`src/rtl/bus_select_decoder_pkg.sv`:
```
// Shared constants and FSM state type for the bus-select decoder.
package bus_select_decoder_pkg;

    localparam int unsigned BUS_SEL_W   = 5;
    localparam int unsigned BUS_SRC_N   = 32;
    localparam int unsigned NULL_CODE   = 31;
    localparam int unsigned RESERVED_LO = 24;
    localparam int unsigned RESERVED_HI = 30;

    typedef enum logic [1:0] {
        ST_IDLE,
        ST_DRIVE,
        ST_TURN
    } state_t;

    function automatic logic is_reserved(input logic [BUS_SEL_W-1:0] code);
        return (code >= BUS_SEL_W'(RESERVED_LO)) && (code <= BUS_SEL_W'(RESERVED_HI));
    endfunction

endpackage

```
`src/rtl/bus_select_decoder_onehot_dec5.sv`:
```
// Combinational 5-to-32 one-hot decode; the null code decodes to all zeros.
module onehot_dec5 #(
    parameter logic [bus_select_decoder_pkg::BUS_SEL_W-1:0] NULL_SEL = 5'd31
) (
    input  logic [bus_select_decoder_pkg::BUS_SEL_W-1:0] code,
    output logic [bus_select_decoder_pkg::BUS_SRC_N-1:0] onehot
);
    import bus_select_decoder_pkg::*;

    always_comb begin
        onehot = '0;
        for (int unsigned i = 0; i < BUS_SRC_N; i++) begin
            onehot[i] = (code == BUS_SEL_W'(i)) && (code != NULL_SEL);
        end
    end

endmodule

```
`src/rtl/bus_select_decoder.sv`:
```
// Bus grant sequencer: code -> registered one-hot drive enable with hold and turnaround.
// Optional macro BUS_DEC_RESERVED_CHECK_EN rejects codes 24..30 with a code_err pulse.
module bus_select_decoder #(
    parameter int unsigned HOLD_CYCLES = 1,
    parameter int unsigned TURNAROUND  = 1,
    parameter int unsigned NULL_CODE   = bus_select_decoder_pkg::NULL_CODE
) (
    input  logic                                          clock,
    input  logic                                          clear,
    input  logic                                          req_valid,
    input  logic [bus_select_decoder_pkg::BUS_SEL_W-1:0]  req_code,
    output logic                                          req_ready,
    output logic [bus_select_decoder_pkg::BUS_SRC_N-1:0]  drive_en,
    output logic                                          busy,
    output logic                                          code_err
);
    import bus_select_decoder_pkg::*;

    localparam int unsigned CNT_MAX = (HOLD_CYCLES > TURNAROUND) ? HOLD_CYCLES : TURNAROUND;
    localparam int unsigned CNT_W   = $clog2(CNT_MAX + 1);
    localparam logic [CNT_W-1:0] HOLD_LOAD = CNT_W'(HOLD_CYCLES - 1);
    localparam logic [CNT_W-1:0] TURN_LOAD = CNT_W'(TURNAROUND - 1);
    localparam logic [BUS_SEL_W-1:0] NULL_SEL = BUS_SEL_W'(NULL_CODE);

    state_t                 state, state_n;
    logic [CNT_W-1:0]       cnt, cnt_n;
    logic [BUS_SEL_W-1:0]   cur_code, cur_n;
    logic [BUS_SRC_N-1:0]   drive_n;
    logic [BUS_SRC_N-1:0]   dec_onehot;
    logic                   reserved;

    onehot_dec5 #(.NULL_SEL(NULL_SEL)) u_dec (
        .code   (req_code),
        .onehot (dec_onehot)
    );

`ifdef BUS_DEC_RESERVED_CHECK_EN
    logic err_q, err_n;
    assign reserved = is_reserved(req_code);
    assign code_err = err_q;

    always_ff @(posedge clock or posedge clear) begin
        if (clear) err_q <= 1'b0;
        else       err_q <= err_n;
    end
`else
    assign reserved = 1'b0;
    assign code_err = 1'b0;
`endif

    assign busy = (state != ST_IDLE);

    always_comb begin
        state_n   = state;
        cnt_n     = cnt;
        cur_n     = cur_code;
        drive_n   = drive_en;
        req_ready = 1'b0;
`ifdef BUS_DEC_RESERVED_CHECK_EN
        err_n     = 1'b0;
`endif
        case (state)
            ST_IDLE: begin
                req_ready = 1'b1;
                drive_n   = '0;
                if (req_valid && (req_code != NULL_SEL)) begin
                    if (reserved) begin
`ifdef BUS_DEC_RESERVED_CHECK_EN
                        err_n = 1'b1;
`endif
                    end else begin
                        cur_n   = req_code;
                        drive_n = dec_onehot;
                        cnt_n   = HOLD_LOAD;
                        state_n = ST_DRIVE;
                    end
                end
            end
            ST_DRIVE: begin
                if (cnt != '0) begin
                    cnt_n = cnt - 1'b1;
                end else begin
                    // A reserved code can never equal cur_code, so it always falls to TURN.
                    req_ready = (req_code == cur_code);
                    if (req_valid && req_ready) begin
                        cnt_n = HOLD_LOAD;
                    end else begin
                        drive_n = '0;
                        cnt_n   = TURN_LOAD;
                        state_n = ST_TURN;
                    end
                end
            end
            ST_TURN: begin
                drive_n = '0;
                if (cnt != '0) cnt_n = cnt - 1'b1;
                else           state_n = ST_IDLE;
            end
            default: begin
                drive_n = '0;
                state_n = ST_IDLE;
            end
        endcase
    end

    always_ff @(posedge clock or posedge clear) begin
        if (clear) begin
            state    <= ST_IDLE;
            cnt      <= '0;
            cur_code <= NULL_SEL;
            drive_en <= '0;
        end else begin
            state    <= state_n;
            cnt      <= cnt_n;
            cur_code <= cur_n;
            drive_en <= drive_n;
        end
    end

endmodule

```
`config.mk`:
```
export PLATFORM = sky130hd
export DESIGN_NAME = bus_select_decoder
export DESIGN_NICKNAME = d
export VERILOG_FILES = /design/src/rtl/bus_select_decoder_pkg.sv /design/src/rtl/bus_select_decoder_onehot_dec5.sv /design/src/rtl/bus_select_decoder.sv
export SDC_FILE = /design/constraint.sdc
export NUM_CORES = 1
export LEC_CHECK = 0
export BUFFER_PORTS_ARGS = -buffer_cell sky130_fd_sc_hd__buf_2
export CAP_MARGIN = 20
export CORE_MARGIN = 3
export CORE_UTILIZATION = 25
export DETAILED_ROUTE_END_ITERATION = 12
export PLACE_DENSITY = 0.45
export SLEW_MARGIN = 20
export SYNTH_ARGS = -nofsm -noshare
export SYNTH_HDL_FRONTEND = slang
export SYNTH_SLANG_ARGS = --single-unit
```
`constraint.sdc`:
```
create_clock -name clock -period 1.47 [get_ports clock]
set_input_delay 0.441 -clock clock [delete_from_list [all_inputs] [get_ports clock]]
set_output_delay 0.441 -clock clock [all_outputs]
set_load 0.005 [all_outputs]
```
======== Word-level counts from Yosys, hierarchy flattened ========
Cells that the tools add are included.
word-level totals
  flip-flop bits (word level) ............. 40
  latch bits .............................. 0
  RAM bits ................................ 0
  bits in read-only memories .............. 0
  output and inout port bits .............. 35
  logic and storage cells ................. 101
  memories kept ........................... 0
cells by class
  add/sub/neg operators ................... 1
  multiply operators ...................... 0
  divide/modulo/power cells ............... 0
  magnitude comparators ................... 0
  eq/ne operators ......................... 39
  shift-type cells ........................ 0
  muxes and demuxes ....................... 14
  bitwise operators ....................... 0
  reduce and logical (&&, ||, !) cells .... 43
operators by type and width
  cell                                            number
  two-way mux 32 bit                              3
  == test 5 bit (second input constant)           16
  case mux 32 bit (2 select lines)                1
  == test 5 x 4 -> 1 bit (second input constant)  8
  logical AND 1 bit                               34
  == test 5 x 3 -> 1 bit (second input constant)  4
  == test 5 x 2 -> 1 bit (second input constant)  2
  two-way mux 2 bit                               4
  != test 2 bit (second input constant)           4
  case mux 2 bit (3 select lines)                 1
  AND reduction 2 bit                             3
  == test 5 x 1 -> 1 bit (second input constant)  1
  == test 5 bit                                   1
  zero test 5 bit                                 1
  != test 5 bit (second input constant)           1
  case mux 1 bit (2 select lines)                 2
  AND reduction 4 bit                             1
  nonzero test 2 bit                              2
  two-way mux 1 bit                               3
  == test 2 x 1 -> 1 bit (second input constant)  1
  == test 2 bit (second input constant)           1
  zero test 2 bit                                 1
  OR reduction 2 bit                              1
  subtractor 1 bit (second input constant)        1

======== Longest topological paths before layout ========
  depth after elaboration ................. 5
  depth in mapped cells ................... 6
  mapped depth without buffers ............ 4

======== Cells and area by module ========
Synthesis repeated with hierarchy kept, for this count alone.
unflattened totals
  cell total of the unflattened synthesis .. 201
  area total of the unflattened synthesis .. 2110.8 µm²
modules (own cells, without submodules)
  module              times used  cells each  area each (µm²)
  bus_select_decoder  1           153         1881.8
  onehot_dec5         1           48          229.0

======== Worst setup path after synthesis ========
OpenSTA, ideal clock, no wires.
  path type ............................... in2out
  from .................................... input req_code[2] (netlist bit)
  to ...................................... output req_ready
  data arrival time ....................... 1.117 ns
  required time ........................... 1.029 ns
  slack ................................... -0.088 ns
  stages on the path ...................... 5
  path buffers ............................ 1
  cell sequence ........................... buf_4 > xor2_1 > nor2_1 > nand2_1 > a21oi_1
between the ends
  word-level cells in the longest chain between the ends .. 3
ends and longest elaborated chain
  what                             RTL line                  RTL
  start, declared                  bus_select_decoder.sv:11  input logic [bus_select_decoder_pkg::BUS_SEL_W-1:0] req_code,
  == test 5 bit                    bus_select_decoder.sv:84  req_ready = (req_code == cur_code);
  two-way mux 1 bit                bus_select_decoder.sv:80  if (cnt != '0) begin
  case mux 1 bit (2 select lines)  bus_select_decoder.sv:62  case (state)
  end, declared                    bus_select_decoder.sv:12  output logic req_ready,
No other way between the ends.

======== Final worst setup path ========
  from .................................... register cur_code[4]
  to ...................................... output req_ready
between the ends
  word-level cells in the longest chain between the ends .. 3
ends and longest elaborated chain
  what                             RTL line                   RTL
  start, declared                  bus_select_decoder.sv:27   logic [BUS_SEL_W-1:0] cur_code, cur_n;
  start signal, assigned           bus_select_decoder.sv:115  cur_code <= cur_n;
  == test 5 bit                    bus_select_decoder.sv:84
  two-way mux 1 bit                bus_select_decoder.sv:80
  case mux 1 bit (2 select lines)  bus_select_decoder.sv:62
No other way between the ends.

==> impl_metrics.tcl <==
set metrics [dict create \
    track_usage_pct 11.6 \
    maxCapViolCount 0 \
    drt_wl_total_um 4390 \
    grt_overflow_total 0 \
    crit_path_end_kind "primary output" \
    final_nets 207 \
    grt_pass1_wl_um 6960 \
    finalCriticalPeriod_ns 1.90 \
    power_leakage_nw 1.21 \
    finalSetupViolCount 33 \
    rows 29 \
    max_clock_freq_mhz 525 \
    setup_tns_ns -4.36 \
    start_kind "flop" \
    syn_avg_cell_area_um2 12.3 \
    antenna_found_initial 0 \
    hold_class "in -> async" \
    die_area_mm2 0.00769 \
    clock-sinks 38 \
    postCtsHoldBufs 0 \
    fin_crit_sh_pct 130 \
    grt_pass1_vias 1416 \
    synth_cell_types 33 \
    syn_to_final_growth_pct 47.0 \
    antenna_cells 0 \
    grt_max_degree 39 \
    crit_fanout 2 \
    slew_viol_final 0 \
    yosysSeqAreaShare_pct 57.3 \
    start_util_pct 26.0 \
    seq_area_um2 957 \
    syn_area_mm2 0.00167 \
    skew_ns 0.00754 \
    critPathKind "reg -> out" \
    drt_iter0_drc 32 \
    ys.flop_type "dfrtp_1" \
    htree_levels 2 \
    place_congestion 0.765 \
    syn_inst 136 \
    finalHoldViolations 0 \
    synthArstFlopShare_pct 100 \
    outcome "finished with violations" \
    drc_errors 0 \
    avgRoutedWirePerCell_um 15.9 \
    vias 1289 \
    cts_tree "yes" \
    p_per_area_mw_per_mm2 1050 \
    design_area_mm2 0.00245 \
    synth_edf_count 0 \
    io_pins 43 \
    synth-seq-cells 38 \
    port_buffers 40 \
    synth_most_common_cell "dfrtp_1" \
    yosys_warnings 0 \
    die_height_um 87.7 \
    layout_setup_ws_ns -0.435 \
    synth_largest_area_cell "dfrtp_1" \
    fillers 617 \
    irDropWorstVdd_mv 0.582 \
    synth.top_cell.area_share_pct 49.5 \
    ys_top_cells_by_count "dfrtp_1 (33), o2bb2ai_1 (16), nand2_1 (9), nand3_1 (8), nor2_1 (6)" \
    drtPass1Iterations 2 \
    cp.required_ns 1.03 \
    routed_via_density 4.67 \
    die_x_um 87.7 \
    cts_root_buf "clkbuf_8" \
    multi_input_area_um2 818 \
    clkTransAtPathRegs_ns 0.07 \
    violations "negative setup slack" \
    numCtsBuffers 5 \
    rsz0062_at_grt "true" \
    worstPathArrival_ns 1.46 \
    clk_path_buf_depth 2 \
    core_area_mm2 0.00642 \
    drive_above_1_share_pct 56.3 \
    placed_area_mm2 0.00208 \
    dp_hpwl_um 2970 \
    clk_latency_ns 0.28 \
    ant_nets 0 \
    synthTopCellsByArea "dfrtp_1 (49%), o2bb2ai_1 (8.4%), dfstp_2 (7.9%), mux2_2 (3.4%), xor2_1 (2.6%)" \
]
[layout make-up]
class / count / share of cell area, %
Inverter: 2 / 0.306
Clock inverter: 1 / 1.22
Timing Repair Buffer: 64 / 18.8
Tap cell: 77 / 3.93
Clock buffer: 6 / 3.37
Sequential cell: 38 / 39.0
Multi-Input combinational cell: 88 / 33.4
[routing by layer]
metal	vias up	wire length (µm)	GRT usage (%)
met4	0	34	2.51
met5	-	0	0
met3	3	213	3.67
li1	621	-	-
met2	28	2160	18.8
met1	637	1980	15.3
[critical path: stages (launching register included)]
cell	delay, ns
dfstp_2	0.54
xor2_1	0.07
nor3_2	0.21
nand2_1	0.11
a21oi_2	0.13
buf_2	0.12
[state kept, by name (all words and copies together), names as in the netlist]
register	count
cur_code	5
drive_en	31
state	2
[kinds of logic (layout without fill, tap and decap cells)]
kind of cell / after synthesis / after routing / share of synthesized area [%]
simple gates: 43 / 43 / 14.4
mux: 5 / 5 / 3.37
other cells: 1 / 2 / 0.225
xor+xnor: 5 / 5 / 2.62
flops: 38 / 38 / 57.3
buf+inv: 11 / 73 / 4.65
compound gates: 33 / 33 / 17.4
[what timing repair did]
item	4_1_cts	5_1_grt
cloned	2	0
gates resized for setup	13	20
endpoints found under the setup margin	16	40
pin swaps	6	13
setup buffers	3	1
[layout by cell type (no fill, tap or decap), types with 3 or more instances in the layout]
cell type  netlist  layout
o2bb2ai_2        0      15
dfrtp_1         33      33
nor2b_1          3       3
buf_4            3      18
a21o_1           3       3
mux2_4           0       4
xor2_1           5       4
dfstp_2          5       5
clkbuf_8         0       6
nand2b_1         5       3
nand3_1          8       7
a22o_1           4       4
nor2_1           6       6
nand2_1          9       9
a32o_1           4       4
buf_12           0       3
nor3_1           3       3
buf_2            2      40
[worst paths after layout]
| check | start | depth (start not counted) | end | slack [ns] |
|---|---|---|---|---|
| min in group clock | drive_en[3]$_DFFE_PP0P_ | 1 | drive_en[3]$_DFFE_PP0P_ | 0.49 |
| worst min register to register | drive_en[3]$_DFFE_PP0P_ | 1 | drive_en[3]$_DFFE_PP0P_ | 0.49 |
| worst min-delay path | clear | 3 | drive_en[26]$_DFFE_PP0P_ | 0.20 |
| max in group asynchronous | clear | 3 | cur_code[3]$_DFFE_PP1P_ | 1.01 |
| worst max-delay path | cur_code[4]$_DFFE_PP1P_ | 5 | req_ready | -0.43 |
| worst max register to register | cur_code[4]$_DFFE_PP1P_ | 6 | drive_en[9]$_DFFE_PP0P_ | -0.15 |
[power by group]
part / switching [mW] / leakage, nW / total [mW] / internal [mW]
registers: 0.0485 / 0.511 / 1.19 / 1.15
logic: 0.232 / 0.640 / 0.497 / 0.264
clock network: 0.353 / 0.0573 / 0.896 / 0.543
[through the flow]
step           power, mW  hold slack, ns  setup slack (ns)  instances  util (%)
6_report            2.59           0.196            -0.435        276      38.2
5_1_grt             2.71           0.204            -0.503        276      38.2
4_1_cts             2.54           0.199            -0.465        275      36.3
3_5_place_dp        1.61           0.466            -0.272        263      32.3
3_3_place_gp        1.60           0.461            -0.250        263      32.3
2_1_floorplan       1.46           0.474          -0.00908        137         -
No activity file was read; power rests on OpenSTA's default activity.
